===== src/rtl/trax_board_scanner_if.sv =====
// Report stream of trax_board_scanner: valid/ready handshake carrying cell
// coordinates, legal-tile mask and forced flag.
interface trax_board_scanner_if #(
  parameter int unsigned RW = 3,
  parameter int unsigned CW = 3
);
  logic          out_valid;
  logic          out_ready;
  logic [RW-1:0] out_row;
  logic [CW-1:0] out_col;
  logic [5:0]    out_mask;
  logic          out_forced;

  modport master (output out_valid, out_row, out_col, out_mask, out_forced,
                  input  out_ready);
  modport slave  (input  out_valid, out_row, out_col, out_mask, out_forced,
                  output out_ready);
endinterface


===== src/rtl/trax_board_scanner.sv =====
// Row-major Trax board scanner: per empty cell, legal-tile mask from the four
// neighbours, streamed out over valid/ready. `TILE_CONFLICT_EN reports conflict cells.
module trax_board_scanner #(
  parameter int unsigned  ROWS       = 8,
  parameter int unsigned  COLS       = 8,
  parameter int unsigned  IDX_W      = 6,
  parameter bit           REPORT_ALL = 1'b0,
  localparam int unsigned RW         = (ROWS > 1) ? $clog2(ROWS) : 1,
  localparam int unsigned CW         = (COLS > 1) ? $clog2(COLS) : 1
) (
  input  logic                 clock,
  input  logic                 reset_n,
  input  logic                 wr_en,
  input  logic [RW-1:0]        wr_row,
  input  logic [CW-1:0]        wr_col,
  input  logic [2:0]           wr_tile,
  input  logic                 start_signal,
  output logic                 busy,
  trax_board_scanner_if.master out_if,
  output logic                 conflict,
  output logic [IDX_W:0]       forced_count,
  output logic                 endsignal
);

  localparam logic [1:0] S_IDLE = 2'd0;
  localparam logic [1:0] S_SCAN = 2'd1;
  localparam logic [1:0] S_EMIT = 2'd2;
  localparam logic [1:0] S_DONE = 2'd3;

  // White edges of a tile as {down, right, up, left}.
  function automatic logic [3:0] white_edges(input logic [2:0] t);
    case (t)
      3'd1:    white_edges = 4'b1100;
      3'd2:    white_edges = 4'b0011;
      3'd3:    white_edges = 4'b1010;
      3'd4:    white_edges = 4'b0101;
      3'd5:    white_edges = 4'b0110;
      3'd6:    white_edges = 4'b1001;
      default: white_edges = 4'b0000;
    endcase
  endfunction

  function automatic logic is_tile(input logic [2:0] t);
    is_tile = (t != 3'd0) && (t != 3'd7);
  endfunction

  logic [2:0]     board_q [ROWS][COLS];
  logic [1:0]     state_q, state_d;
  logic [RW-1:0]  row_q, row_d, orow_q, orow_d;
  logic [CW-1:0]  col_q, col_d, ocol_q, ocol_d;
  logic           valid_q, valid_d, oforced_q, oforced_d;
  logic [5:0]     omask_q, omask_d;
  logic [IDX_W:0] fcnt_q, fcnt_d;

  logic [2:0]     cur_t, left_t, up_t, right_t, down_t;
  logic [3:0]     w, wl, wu, wr, wd;
  logic [5:0]     mask;
  logic [2:0]     pop;
  logic           last_col, last_cell, candidate, cell_forced, report_conflict, reportable;
  logic [RW-1:0]  adv_row;
  logic [CW-1:0]  adv_col;

  assign last_col  = (col_q == CW'(COLS - 1));
  assign last_cell = last_col && (row_q == RW'(ROWS - 1));
  assign adv_col   = last_col ? '0 : col_q + 1'b1;
  assign adv_row   = last_col ? row_q + 1'b1 : row_q;

  always_comb begin
    cur_t   = board_q[row_q][col_q];
    left_t  = (col_q != '0) ? board_q[row_q][col_q - 1'b1] : 3'd0;
    up_t    = (row_q != '0) ? board_q[row_q - 1'b1][col_q] : 3'd0;
    right_t = last_col ? 3'd0 : board_q[row_q][col_q + 1'b1];
    down_t  = (row_q == RW'(ROWS - 1)) ? 3'd0 : board_q[row_q + 1'b1][col_q];
  end

  // A tile fits when each shared edge has the colour of the neighbour's facing edge.
  always_comb begin
    wl   = white_edges(left_t);
    wu   = white_edges(up_t);
    wr   = white_edges(right_t);
    wd   = white_edges(down_t);
    w    = '0;
    mask = '0;
    pop  = '0;
    for (int unsigned k = 0; k < 6; k++) begin
      w       = white_edges(3'(k + 1));
      mask[k] = (!is_tile(left_t)  || (w[0] == wl[2])) &&
                (!is_tile(up_t)    || (w[1] == wu[3])) &&
                (!is_tile(right_t) || (w[2] == wr[0])) &&
                (!is_tile(down_t)  || (w[3] == wd[1]));
      pop     = pop + {2'b00, mask[k]};
    end
  end

  assign candidate   = !is_tile(cur_t) &&
                       (is_tile(left_t) || is_tile(up_t) || is_tile(right_t) || is_tile(down_t));
  assign cell_forced = candidate && (pop == 3'd1);
  assign reportable  = report_conflict ||
                       (REPORT_ALL ? (candidate && (mask != '0)) : cell_forced);

`ifdef TILE_CONFLICT_EN
  logic conflict_q, conflict_d;

  assign report_conflict = candidate && (mask == '0);
  assign conflict_d = (state_q == S_IDLE && start_signal) ? 1'b0 :
                      (state_q == S_SCAN && report_conflict) ? 1'b1 : conflict_q;

  always_ff @(posedge clock or negedge reset_n) begin
    if (!reset_n) conflict_q <= 1'b0;
    else          conflict_q <= conflict_d;
  end

  assign conflict = conflict_q;
`else
  assign report_conflict = 1'b0;
  assign conflict        = 1'b0;
`endif

  always_comb begin
    state_d   = state_q;
    row_d     = row_q;
    col_d     = col_q;
    valid_d   = valid_q;
    orow_d    = orow_q;
    ocol_d    = ocol_q;
    omask_d   = omask_q;
    oforced_d = oforced_q;
    fcnt_d    = fcnt_q;
    case (state_q)
      S_IDLE: begin
        if (start_signal) begin
          state_d = S_SCAN;
          row_d   = '0;
          col_d   = '0;
          fcnt_d  = '0;
        end
      end
      S_SCAN: begin
        if (cell_forced && (fcnt_q != '1)) fcnt_d = fcnt_q + 1'b1;
        if (reportable) begin
          valid_d   = 1'b1;
          orow_d    = row_q;
          ocol_d    = col_q;
          omask_d   = mask;
          oforced_d = cell_forced;
          state_d   = S_EMIT;
        end else if (last_cell) begin
          state_d = S_DONE;
        end else begin
          row_d = adv_row;
          col_d = adv_col;
        end
      end
      S_EMIT: begin
        if (out_if.out_ready) begin
          valid_d = 1'b0;
          if (last_cell) begin
            state_d = S_DONE;
          end else begin
            state_d = S_SCAN;
            row_d   = adv_row;
            col_d   = adv_col;
          end
        end
      end
      default: state_d = S_IDLE;
    endcase
  end

  always_ff @(posedge clock or negedge reset_n) begin
    if (!reset_n) begin
      for (int unsigned r = 0; r < ROWS; r++)
        for (int unsigned c = 0; c < COLS; c++)
          board_q[r][c] <= '0;
    end else if (state_q == S_IDLE && wr_en) begin
      board_q[wr_row][wr_col] <= wr_tile;
    end
  end

  always_ff @(posedge clock or negedge reset_n) begin
    if (!reset_n) begin
      state_q   <= S_IDLE;
      row_q     <= '0;
      col_q     <= '0;
      valid_q   <= 1'b0;
      orow_q    <= '0;
      ocol_q    <= '0;
      omask_q   <= '0;
      oforced_q <= 1'b0;
      fcnt_q    <= '0;
    end else begin
      state_q   <= state_d;
      row_q     <= row_d;
      col_q     <= col_d;
      valid_q   <= valid_d;
      orow_q    <= orow_d;
      ocol_q    <= ocol_d;
      omask_q   <= omask_d;
      oforced_q <= oforced_d;
      fcnt_q    <= fcnt_d;
    end
  end

  assign busy              = (state_q != S_IDLE);
  assign endsignal         = (state_q == S_DONE);
  assign forced_count      = fcnt_q;
  assign out_if.out_valid  = valid_q;
  assign out_if.out_row    = orow_q;
  assign out_if.out_col    = ocol_q;
  assign out_if.out_mask   = omask_q;
  assign out_if.out_forced = oforced_q;

endmodule


===== src/flat_wrapper.sv =====
// flat-port wrapper written by rule: the top's interface ports become plain ports
module trax_board_scanner_flat 
#(
  parameter int unsigned  ROWS       = 8,
  parameter int unsigned  COLS       = 8,
  parameter int unsigned  IDX_W      = 6,
  parameter bit           REPORT_ALL = 1'b0,
  localparam int unsigned RW         = (ROWS > 1) ? $clog2(ROWS) : 1,
  localparam int unsigned CW         = (COLS > 1) ? $clog2(COLS) : 1
)
  (clock, reset_n, wr_en, wr_row, wr_col, wr_tile, start_signal, busy, conflict, forced_count, endsignal, out_if_out_valid, out_if_out_row, out_if_out_col, out_if_out_mask, out_if_out_forced, out_if_out_ready);
  trax_board_scanner_if #(.RW(3), .CW(3)) out_if_i ();
  input  logic clock;
  input  logic reset_n;
  input  logic wr_en;
  input  logic [RW-1:0] wr_row;
  input  logic [CW-1:0] wr_col;
  input  logic [2:0] wr_tile;
  input  logic start_signal;
  output logic busy;
  output logic conflict;
  output logic [IDX_W:0] forced_count;
  output logic endsignal;
  output wire logic [$bits(out_if_i.out_valid)-1:0] out_if_out_valid;
  output wire logic [$bits(out_if_i.out_row)-1:0] out_if_out_row;
  output wire logic [$bits(out_if_i.out_col)-1:0] out_if_out_col;
  output wire logic [$bits(out_if_i.out_mask)-1:0] out_if_out_mask;
  output wire logic [$bits(out_if_i.out_forced)-1:0] out_if_out_forced;
  input wire logic [$bits(out_if_i.out_ready)-1:0] out_if_out_ready;
  assign out_if_out_valid = out_if_i.out_valid;
  assign out_if_out_row = out_if_i.out_row;
  assign out_if_out_col = out_if_i.out_col;
  assign out_if_out_mask = out_if_i.out_mask;
  assign out_if_out_forced = out_if_i.out_forced;
  assign out_if_i.out_ready = out_if_out_ready;
  trax_board_scanner #(.ROWS(ROWS), .COLS(COLS), .IDX_W(IDX_W), .REPORT_ALL(REPORT_ALL)) u_core (.clock(clock), .reset_n(reset_n), .wr_en(wr_en), .wr_row(wr_row), .wr_col(wr_col), .wr_tile(wr_tile), .start_signal(start_signal), .busy(busy), .out_if(out_if_i), .conflict(conflict), .forced_count(forced_count), .endsignal(endsignal));
endmodule

===== config.mk =====
export PLATFORM = sky130hd
export DESIGN_NAME = trax_board_scanner_flat
export DESIGN_NICKNAME = d
export VERILOG_FILES = /design/src/rtl/trax_board_scanner_if.sv /design/src/rtl/trax_board_scanner.sv /design/src/flat_wrapper.sv
export SDC_FILE = /design/constraint.sdc
export NUM_CORES = 1
export LEC_CHECK = 0
export CAP_MARGIN = 20
export CORE_ASPECT_RATIO = 1.1
export CORE_MARGIN = 5
export CORE_UTILIZATION = 60
export DETAILED_ROUTE_END_ITERATION = 12
export MAX_ROUTING_LAYER = met4
export PLACE_DENSITY_LB_ADDON = 0.15
export SYNTH_ARGS = -nofsm -noshare
export SYNTH_HDL_FRONTEND = slang
export SYNTH_SLANG_ARGS = --single-unit

===== constraint.sdc =====
create_clock -name clock -period 12.9 [get_ports clock]
set_input_delay 3.87 -clock clock [delete_from_list [all_inputs] [get_ports clock]]
set_output_delay 3.87 -clock clock [all_outputs]
set_load 0.05 [all_outputs]

==> summary.md, run 1 <==
| Metric | Value |
|---|---|
| Status | `finished clean` |
| Area of the multi-input gates | `8740 um^2` |
| WS Path Type | `register to register` |
| Critical path launch point type | `register` |
| Yosys reg bits | `221` |
| Net load switching power | `1140 uW` |
| CTS buffer count | `23` |
| Worst Tran Pin Value | `1.02 ns` |
| GRT met1 Usage | `0.401` |
| CP Max Fanout | `70` |
| Mean post-synth cell area | `12.8 um^2` |
| Met3 Usage GRT | `0.0543` |
| Initial DRC Count | `1163` |
| Area growth, synth to finish | `7.66%` |
| Latest clock arrival within the worst-skew pair | `0.53 ns` |
| CTS tree | `done` |
| Nets | `1177` |
| Commonest cells after routing, fill and taps aside | `mux2_2, dfrtp_1, mux4_2` |
| WP data arrival | `9.19 ns` |
| Number of fill cells | `1821` |
| Final hold vios | `0` |
| Post-Syn Area | `14800 um^2` |
| Core ar. | `24400 um^2` |
| Setup TNS | `0 ns` |
| Commonest non-fill, non-tap cell in the layout | `mux2_2` |
| Gate power share | `0.446` |
| Gr usage total | `0.302` |
| Largest net degree at the start of global routing | `80` |
| Die width | `160 um` |
| Global Route met2 Usage | `0.472` |
| Pleak | `0.00671 uW` |
| Worst endpoint required time | `13.30 ns` |
| Count of input and output buffers | `36` |
| Max VDD drop | `0.000164 V` |
| Sw frac | `0.397` |
| Slew Viols, Final | `0` |
| Clk slew on worst S/H paths | `0.07 ns` |
| Max-cap viol count | `0` |
| Post-synth EDFFs | `0` |
| Vias in the first global route | `10500` |
| Residual DRC | `0` |
| GPL Wtd Cong | `1.00` |
| PD cells | `179 nW/um^2` |
| Clk pwr share | `0.233` |
| Storage cell area | `5540 um^2` |
| Seq/Total Area, Yosys | `0.373` |
| Net Count, Synth | `1193` |
| Yosys cell types | `75` |
| P_int | `1730 uW` |
| Die Height | `175 um` |
| CTS Sinks | `221` |
| Hold Path Class | `register to register` |
| Final antenna diode count | `0` |
| Root Buffer | `clkbuf_16` |
| Placed Cells incl. Taps | `1431` |
| Die ar. | `28000 um^2` |
| Fmax | `114 MHz` |
| Initial antenna violation count | `0` |
| WL/cell | `27.5 um` |
| Clock buffer depth | `3` |
| Crit share post-route | `0.682` |
| Initial Util | `0.608` |
| H-tree levels | `1` |
| Hold Crit Depth | `1` |
| Top Usage Layer GRT | `met2` |
| Site row count | `60` |
| Drt total wl | `40500 um` |
| RSZ-0062 raised after global routing | `no` |
| Slew margin rel. | `0.312` |
| Main synth FF type | `dfrtp_1` |
| Detail Placement HPWL | `28400 um` |
| Ys async rst share | `1.00` |
| Drt via density | `7.12` |
| Layout cell share with drive strength beyond 1 | `0.385` |
| Hold WS | `0.468 ns` |
| Final ANT Viol Nets | `0` |
| Syn Inst Count | `1162` |
| CTS Hold Bufs | `0` |
| Cell Count, Final, Fillers Out | `1473` |
| Drt pass-1 iters | `5` |
| Worst Setup End Kind | `register` |
| Via count | `10500` |
| YS warnings | `0` |
| Global route total overflow | `0` |
| CTS resizes | `0` |
| I/O pins | `38` |
| Clock Skews | `0.0187 ns` |
| Register-to-Register Path Depth | `21` |
| Setup violators final | `0` |
| First-pass GRT wire length | `63900 um` |
| Setup Fix Bufs, Post-CTS | `0` |
| Reg power frac | `0.321` |
| Final min period | `8.80 ns` |
[layout make-up]
cell class,count,share of cell area
clock inverters,10,0.00525
flip-flops and latches,221,0.347
inverters,21,0.00494
clock buffers,32,0.0426
repair buffers,50,0.0285
multi-input cells,829,0.548
well taps,310,0.0243
[cell families after synthesis]
kind of cell	after synthesis	share of synthesized area
other	1	0.000253
AOI/OAI and AO/OA	105	0.0526
DFF	221	0.373
xor gates and xnor gates	4	0.00236
adders and majority gates	17	0.0159
muxes	410	0.422
and+or+nand+nor	292	0.0946
buffers and inverters	112	0.0398
[per-stage QoR]
stage | cell area, um^2 | setup WS [ns] | power (uW) | utilization
after floorplan | 14800 | 6.07 | 1870 | -
after global placement | 15200 | 4.28 | 2150 | 0.623
after detailed placement | 15200 | 4.07 | 2200 | 0.623
after CTS | 16000 | 4.05 | 2870 | 0.654
after global routing | 16000 | 3.42 | 3050 | 0.654
final | 16000 | 4.10 | 2860 | 0.654
[cell usage after synthesis (9+ instances only)]
| library cell | instances | area, um^2 |
|---|---|---|
| nand2_1 | 92 | 345 |
| mux2i_1 | 40 | 400 |
| buf_4 | 19 | 143 |
| buf_1 | 10 | 37.5 |
| nor3_1 | 14 | 70.1 |
| nand3_1 | 28 | 140 |
| buf_2 | 19 | 95.1 |
| ha_1 | 14 | 175 |
| o22ai_1 | 12 | 75.1 |
| o21ai_0 | 25 | 125 |
| nor2_1 | 76 | 285 |
| mux2_2 | 221 | 2490 |
| a211oi_1 | 9 | 67.6 |
| nand4_1 | 12 | 75.1 |
| clkbuf_1 | 36 | 135 |
| inv_1 | 17 | 63.8 |
| nor2b_1 | 12 | 75.1 |
| mux4_2 | 147 | 3310 |
| dfrtp_1 | 221 | 5530 |
| and3_1 | 9 | 56.3 |
[layer usage]
layer  vias to the layer above  part of all wire  routed length, um
met2                       507              0.48              19400
met1                      5445              0.40              16100
met5                         -                 0                  0
li1                       4448                 -                  -
met3                        90             0.080               3230
met4                         0             0.045               1830
[path summary, 6_finish.rpt]
check	slack [ns]	end	from
worst max-delay path	4.10	u_core.row_q[0]	u_core.row_q[0]
worst min-delay path	0.47	u_core.out_if.out_forced	u_core.out_if.out_forced
worst max register to register	4.10	u_core.row_q[0]	u_core.row_q[0]
worst min register to register	0.47	u_core.out_if.out_forced	u_core.out_if.out_forced
max in group asynchronous	8.17	u_core.board_q[126]	reset_n
min in group asynchronous	3.32	u_core.forced_count[3]	reset_n
[power groups by stage]
stage	sequential (uW)	clock [uW]	combinational (uW)
2_1_floorplan	926	0	940
3_3_place_gp	921	0	1220
3_5_place_dp	927	0	1270
4_1_cts	915	679	1280
5_1_grt	931	710	1410
6_report	919	668	1280
[critical path, stage by stage (launching register included)]
cell and delay [ns]:
dfrtp_4 1.07, inv_2 0.33, ha_4 0.62, buf_4 0.77, mux4_2 0.59, mux4_2 0.52, mux2i_1 0.26, a221o_1 0.33
nand2_1 0.08, mux2i_1 0.21, nor3_1 0.11, ha_1 0.33, inv_1 0.06, fa_1 0.51, fa_1 0.42, inv_1 0.08
fa_1 0.40, or3_1 0.41, o31ai_1 0.49, o311ai_4 0.42, and4_1 0.34, mux2_2 0.27
[registers in the layout (all words and copies together), names as in the netlist]
register                  flops
u_core.row_q                  3
u_core.out_if.out_forced      1
u_core.col_q                  3
u_core.state_q                2
u_core.out_if.out_row         3
u_core.board_q              192
u_core.forced_count           7
u_core.out_if.out_valid       1
u_core.out_if.out_col         3
u_core.out_if.out_mask        6
Power figures use the tool's default switching activity.
==> run 2: changes to the inputs <==
==> constraint.sdc (replaced) <==
create_clock -name clock -period 8.1 [get_ports clock]
set_input_delay 2.43 -clock clock [delete_from_list [all_inputs] [get_ports clock]]
set_output_delay 2.43 -clock clock [all_outputs]
set_load 0.05 [all_outputs]
==> summary.md, run 2 (synthesis results as in run 1) <==
| Metric | Value |
|---|---|
| Cell chain of the critical path | `inv_2, ha_1, xor2_4, buf_4, mux4_2, mux4_2, nand2_1, a32o_2, nand2_1, mux2i_1, nor3_1, ha_1, inv_1, fa_1, fa_1, inv_1, fa_1, or3_1, o31ai_1, o311ai_4, and4_1, mux2_2` |
| CTS Sinks | `221 (unchanged)` |
| Final ANT Viol Nets | `0 (unchanged)` |
| Latest clock arrival within the worst-skew pair | `0.52 ns (about the same)` |
| Delay-heaviest family, CP | `adder cells` |
| Fmax | `131 MHz (+16%)` |
| CTS Hold Bufs | `0 (unchanged)` |
| Drt total wl | `40500 um (about the same)` |
| Residual DRC | `0 (unchanged)` |
| First-pass GRT wire length | `63600 um (-0.46%)` |
| Clk slew on worst S/H paths | `0.06 ns (about the same)` |
| Die Height | `175 um (unchanged)` |
| Register-to-Register Path Depth | `22 (+4.8%)` |
| WL/cell | `27.3 um (-0.79%)` |
| Pre-CTS setup slack | `0.512 ns (-3.56 ns)` |
| Max VDD drop | `0.000266 V (+62%)` |
| Met3 Usage GRT | `0.0564 (+0.00212)` |
| PD cells | `284 nW/um^2 (+58%)` |
| Worst r2r dst | `u_core.row_q[0]` |
| Die ar. | `28000 um^2 (unchanged)` |
| Most common cell on crit path | `fa_1` |
| Drt via density | `7.07 (-0.79%)` |
| Pleak | `0.00679 uW (+1.2%)` |
| CP Max Fanout | `28 (-60%)` |
| Pwr Total | `4570 uW (+60%)` |
| I/O pins | `38 (unchanged)` |
| Root Buffer | `clkbuf_16` |
| WP data arrival | `8.02 ns (-1.17 ns)` |
| Hold Path Class | `register to register` |
| CTS tree | `done` |
| Initial DRC Count | `1151 (-1.0%)` |
| Crit share post-route | `0.939 (+0.257)` |
| Area growth, synth to finish | `8.67%` |
| H-tree levels | `1 (unchanged)` |
| Drt pass-1 iters | `5 (unchanged)` |
| Die width | `160 um (unchanged)` |
| Layout cell share with drive strength beyond 1 | `0.388 (+0.00321)` |
| Worst R2R Start | `u_core.row_q[0]` |
| Global route total overflow | `0 (unchanged)` |
| Setup WS post-layout | `0.494 ns (-3.61 ns)` |
| WP buf/inv | `4 (unchanged)` |
| Site row count | `60 (unchanged)` |
| Vias in the first global route | `10500 (-0.23%)` |
| Hold Startpoint | `u_core.out_if.out_forced` |
| Final Cell Area | `16100 um^2 (+0.94%)` |
| Slew margin rel. | `0.292 (-0.0193)` |
| Setup violators final | `0 (unchanged)` |
| Placed Area | `15300 um^2 (+0.66%)` |
| Status | `finished clean` |
| Gr usage total | `0.301 (-0.00125)` |
| CTS buffer count | `23 (unchanged)` |
| Worst endpoint required time | `8.51 ns (-4.79 ns)` |
| Delay of the slowest cell on the worst path | `0.62 ns (-0.45 ns)` |
| Detail Placement HPWL | `28800 um (+1.3%)` |
| Max FFs per register | `192 (unchanged)` |
| Largest net degree at the start of global routing | `81 (+1.3%)` |
| Critical path launch point type | `register` |
| Worst Setup End Kind | `register` |
| Initial Util | `0.608 (unchanged)` |
| RSZ-0062 raised after global routing | `no` |
| Clock buffer depth | `3 (unchanged)` |
| Final hold vios | `0 (unchanged)` |
| Commonest non-fill, non-tap cell in the layout | `mux2_2` |
| Via count | `10500 (-0.048%)` |
| Count of input and output buffers | `36 (unchanged)` |
| Final min period | `7.61 ns (-1.19 ns)` |
| Commonest cells after routing, fill and taps aside | `mux2_2, dfrtp_1, mux4_2` |
| Slew Viols, Final | `0 (unchanged)` |
| Top Usage Layer GRT | `met2` |
| Worst Tran Pin Value | `1.05 ns (+0.0286 ns)` |
| Setup TNS | `0 ns (unchanged)` |
| Max-cap viol count | `0 (unchanged)` |
| Initial antenna violation count | `0 (unchanged)` |
| Final antenna diode count | `0 (unchanged)` |
| Hold Crit Depth | `1 (unchanged)` |
| Nets | `1189 (+1.0%)` |
| Global Route met2 Usage | `0.463 (-0.00905)` |
| End of the worst hold path | `u_core.out_if.out_forced` |
| GRT met1 Usage | `0.411 (+0.00987)` |
| Core ar. | `24400 um^2 (unchanged)` |
| Largest reg by FF count | `u_core.board_q` |
| CP max stage cell | `dfrtp_4` |
| Clock Skews | `0.0185 ns (-0.000188 ns)` |
| Setup slack, reg-to-reg | `0.49 ns (-3.61 ns)` |
| WS Path Type | `register to register` |
| GPL Wtd Cong | `1.06 (+5.7%)` |
==> run 2: cell count changes in the layout (fill, tap and decap cells not counted) <==
cell and change:
buf_4 +8, clkbuf_1 +3, buf_12 +2, clkinv_2 -2
clkinvlp_4 -2, buf_16 +1, bufinv_16 +1, clkbuf_2 +1
ha_2 -1, ha_4 +1, inv_6 -1
==> run 2: power breakdown <==
part | internal (uW) | total (uW) | leakage [uW] | switching [uW]
sequential | 1280 | 1460 | 0.00302 | 187
clock | 648 | 1080 | 0.000384 | 433
combinational | 856 | 2030 | 0.00338 | 1170
==> run 2: worst max path at each step <==
stage	start	depth (start not counted)	to	slack [ns]
after global placement	u_core.row_q[0]	21	u_core.row_q[0]	0.66
final	u_core.row_q[0]	22	u_core.row_q[0]	0.49
after floorplan	u_core.row_q[0]	27	u_core.row_q[0]	1.27
after CTS	u_core.row_q[0]	21	u_core.row_q[0]	0.51
after detailed placement	u_core.row_q[0]	21	u_core.row_q[0]	0.51
after global routing	u_core.row_q[0]	22	u_core.row_q[0]	0.05
==> run 2: per-layer routing <==
metal  share of wire  up-vias
li1                -     4486
met4           0.040        0
met2            0.47      519
met3           0.083       93
met5               0        -
met1            0.40     5387
==> run 2: layout make-up <==
cell class / instances / area, um^2
multi-input cells: 829 / 8750
clock inverters: 6 / 80.1
repair buffers: 62 / 588
flip-flops and latches: 221 / 5540
inverters: 21 / 78.8
clock buffers: 35 / 691
well taps: 310 / 388
fillers: 1830 / 8290
==> run 2: metrics by stage <==
step | utilization | std cells | hold slack (ns)
finish | 0.660 | 1484 | 0.468
global route | 0.660 | 1484 | 0.487
CTS | 0.659 | 1482 | 0.474
detailed placement | 0.627 | 1441 | 0.457
global placement | 0.627 | 1441 | 0.451
floorplan | - | 1162 | 0.506
==> run 2: what timing repair did <==
| action | 4_1_cts | 5_1_grt |
|---|---|---|
| gates resized for setup | 0 | 1 |
| setup endpoints to repair | 0 | 3 |
| setup buffers | 0 | 1 |
==> run 3: changes to the inputs <==
--- a/config.mk
+++ b/config.mk
@@ -10,6 +10,7 @@
 export CORE_MARGIN = 5
 export CORE_UTILIZATION = 60
 export DETAILED_ROUTE_END_ITERATION = 12
+export GPL_TIMING_DRIVEN = 0
 export MAX_ROUTING_LAYER = met4
 export PLACE_DENSITY_LB_ADDON = 0.15
 export SYNTH_ARGS = -nofsm -noshare
==> summary.md, run 3 (synthesis results as in run 1) <==
| Metric | Value |
|---|---|
| Status | `finished clean` |
| Hold Startpoint | `u_core.out_if.out_forced` |
| Largest reg by FF count | `u_core.board_q` |
| H-tree levels | `1 (unchanged)` |
| Via count | `11500 (+10%)` |
| Largest net degree at the start of global routing | `106 (+31%)` |
| Worst Setup End Kind | `register` |
| Site row count | `60 (unchanged)` |
| Drt via density | `7.44 (+5.3%)` |
| Clock Skews | `0.0140 ns (-0.00455 ns)` |
| Met3 Usage GRT | `0.128 (+0.0712)` |
| Count of input and output buffers | `33 (-8.3%)` |
| Hold Crit Depth | `1 (unchanged)` |
| Pleak | `0.00698 uW (+2.9%)` |
| Crit share post-route | `0.968 (+0.0294)` |
| Critical path launch point type | `register` |
| Gr usage total | `0.390 (+0.0893)` |
| Max VDD drop | `0.000334 V (+26%)` |
| CP Launch Point | `u_core.row_q[1]` |
| CTS Hold Bufs | `0 (unchanged)` |
| Cell Count, Final, Fillers Out | `1550 (+4.4%)` |
| Global Route met2 Usage | `0.573 (+0.110)` |
| WL/cell | `33.9 um (+24%)` |
| Register-to-Register Path Depth | `27 (+23%)` |
| Initial DRC Count | `1599 (+39%)` |
| CP Max Fanout | `10 (-64%)` |
| GRT met1 Usage | `0.493 (+0.0822)` |
| Top Usage Layer GRT | `met2` |
| Placed Cells incl. Taps | `1508 (+4.6%)` |
| Fmax | `127 MHz (-3.0%)` |
| Initial Util | `0.608 (unchanged)` |
| Commonest cells after routing, fill and taps aside | `mux2_2, dfrtp_1, mux4_2` |
| Residual DRC | `0 (unchanged)` |
| Core ar. | `24400 um^2 (unchanged)` |
| Number of fill cells | `1811 (-1.0%)` |
| Initial antenna violation count | `0 (unchanged)` |
| Detail Placement HPWL | `39300 um (+37%)` |
| Die ar. | `28000 um^2 (unchanged)` |
| WS Path Type | `register to register` |
| Clk slew on worst S/H paths | `0.06 ns (about the same)` |
| Latest clock arrival within the worst-skew pair | `0.54 ns (+0.02 ns)` |
| Global route total overflow | `0 (unchanged)` |
| WP data arrival | `8.32 ns (+0.30 ns)` |
| Final hold vios | `0 (unchanged)` |
| Max-cap viol count | `0 (unchanged)` |
| Worst Tran Pin Value | `1.07 ns (+0.0195 ns)` |
| Root Buffer | `clkbuf_16` |
| Final antenna diode count | `0 (unchanged)` |
| Final ANT Viol Nets | `0 (unchanged)` |
| RSZ-0062 raised after global routing | `no` |
| Slew margin rel. | `0.285 (-0.00691)` |
| CTS tree | `done` |
| Area growth, synth to finish | `11.5%` |
| Max FFs per register | `192 (unchanged)` |
| Setup violators final | `0 (unchanged)` |
| Vias in the first global route | `11600 (+11%)` |
| I/O pins | `38 (unchanged)` |
| Nets | `1255 (+5.6%)` |
| CP max stage cell | `mux4_2` |
| Area of the multi-input gates | `8760 um^2 (+0.19%)` |
| Setup TNS | `0 ns (unchanged)` |
| CTS Sinks | `221 (unchanged)` |
| Worst endpoint required time | `8.57 ns (+0.06 ns)` |
| PD cells | `293 nW/um^2 (+3.4%)` |
| Layout cell share with drive strength beyond 1 | `0.390 (+0.00191)` |
| Final min period | `7.84 ns (+0.238 ns)` |
| CTS buffer count | `25 (+8.7%)` |
| Storage cell area | `5530 um^2 (about the same)` |
| Drt pass-1 iters | `8 (+3)` |
| Slew Viols, Final | `0 (unchanged)` |
| Die Height | `175 um (unchanged)` |
| Drt total wl | `52600 um (+30%)` |
| GPL Wtd Cong | `1.07 (+1.1%)` |
| First-pass GRT wire length | `78500 um (+23%)` |
| Setup Fix Bufs, Post-CTS | `0 (unchanged)` |
| Delay of the slowest cell on the worst path | `0.52 ns (-0.10 ns)` |
| Die width | `160 um (unchanged)` |
| Hold Path Class | `register to register` |
| Worst R2R Start | `u_core.row_q[1]` |
| Clock buffer depth | `3 (unchanged)` |
[run 3: cell types whose count changed in the layout (fill, tap and decap cells not counted), moves of 3 or more]
cell / change
clkbuf_1: +35
buf_2: +11
buf_1: +9
buf_6: +7
buf_4: -5
clkbuf_8: -4
clkbuf_4: +3
[run 3: repair_timing]
action                     4_1_cts  5_1_grt
gates resized for setup          3       25
setup endpoints to repair       17       27
hold endpoints to repair         0        0
[run 3: cell type report]
class / instances / share of cell area
Tap cell: 310 / 0.0235
Clock inverter: 10 / 0.00795
Sequential cell: 221 / 0.335
Multi-Input combinational cell: 829 / 0.530
Timing Repair Buffer: 36 / 0.0243
Inverter: 21 / 0.00492
Clock buffer: 33 / 0.0415
Buffer: 90 / 0.0326
[run 3: where the power goes]
group	internal, uW	switching, uW	total (uW)
clock network	687	469	1160
logic	912	1300	2210
registers	1280	203	1480
[run 3: path summary, 6_finish.rpt]
check                                                end  slack, ns
worst min-delay path            u_core.out_if.out_forced       0.46
worst max-delay path              u_core.forced_count[3]       0.26
max in group asynchronous            u_core.board_q[154]       5.43
worst min register to register  u_core.out_if.out_forced       0.46
worst max register to register    u_core.forced_count[3]       0.26
min in group asynchronous         u_core.forced_count[1]       1.78
[run 3: stage by stage]
step           power [uW]  cell area, um^2  utilization  setup WS, ns  hold slack, ns
6_report             4850            16500        0.677         0.256           0.462
5_1_grt              5120            16500        0.677       0.00447           0.474
4_1_cts              4810            16400        0.674       0.00546           0.468
3_5_place_dp         3640            15600        0.640        -0.167           0.451
3_3_place_gp         3570            15500        0.637         -4.73           0.447
2_1_floorplan        2970            14800            -          1.27           0.506
[run 3: worst max-delay path, delay by kind of cell (launching register included)]
| kind | cells | cell delay [ns] |
|---|---|---|
| buffers and inverters | 8 | 1.68 |
| adders and majority gates | 5 | 1.97 |
| muxes | 4 | 1.52 |
| and+or+nand+nor | 6 | 1.34 |
| DFF | 1 | 0.43 |
| AOI/OAI and AO/OA | 4 | 0.81 |
[run 3: metal layers]
| layer | routed length (um) | up-vias |
|---|---|---|
| met5 | 0 | - |
| met4 | 3320 | 0 |
| met3 | 6830 | 222 |
| met2 | 23500 | 863 |
| met1 | 19000 | 5833 |
| li1 | - | 4618 |
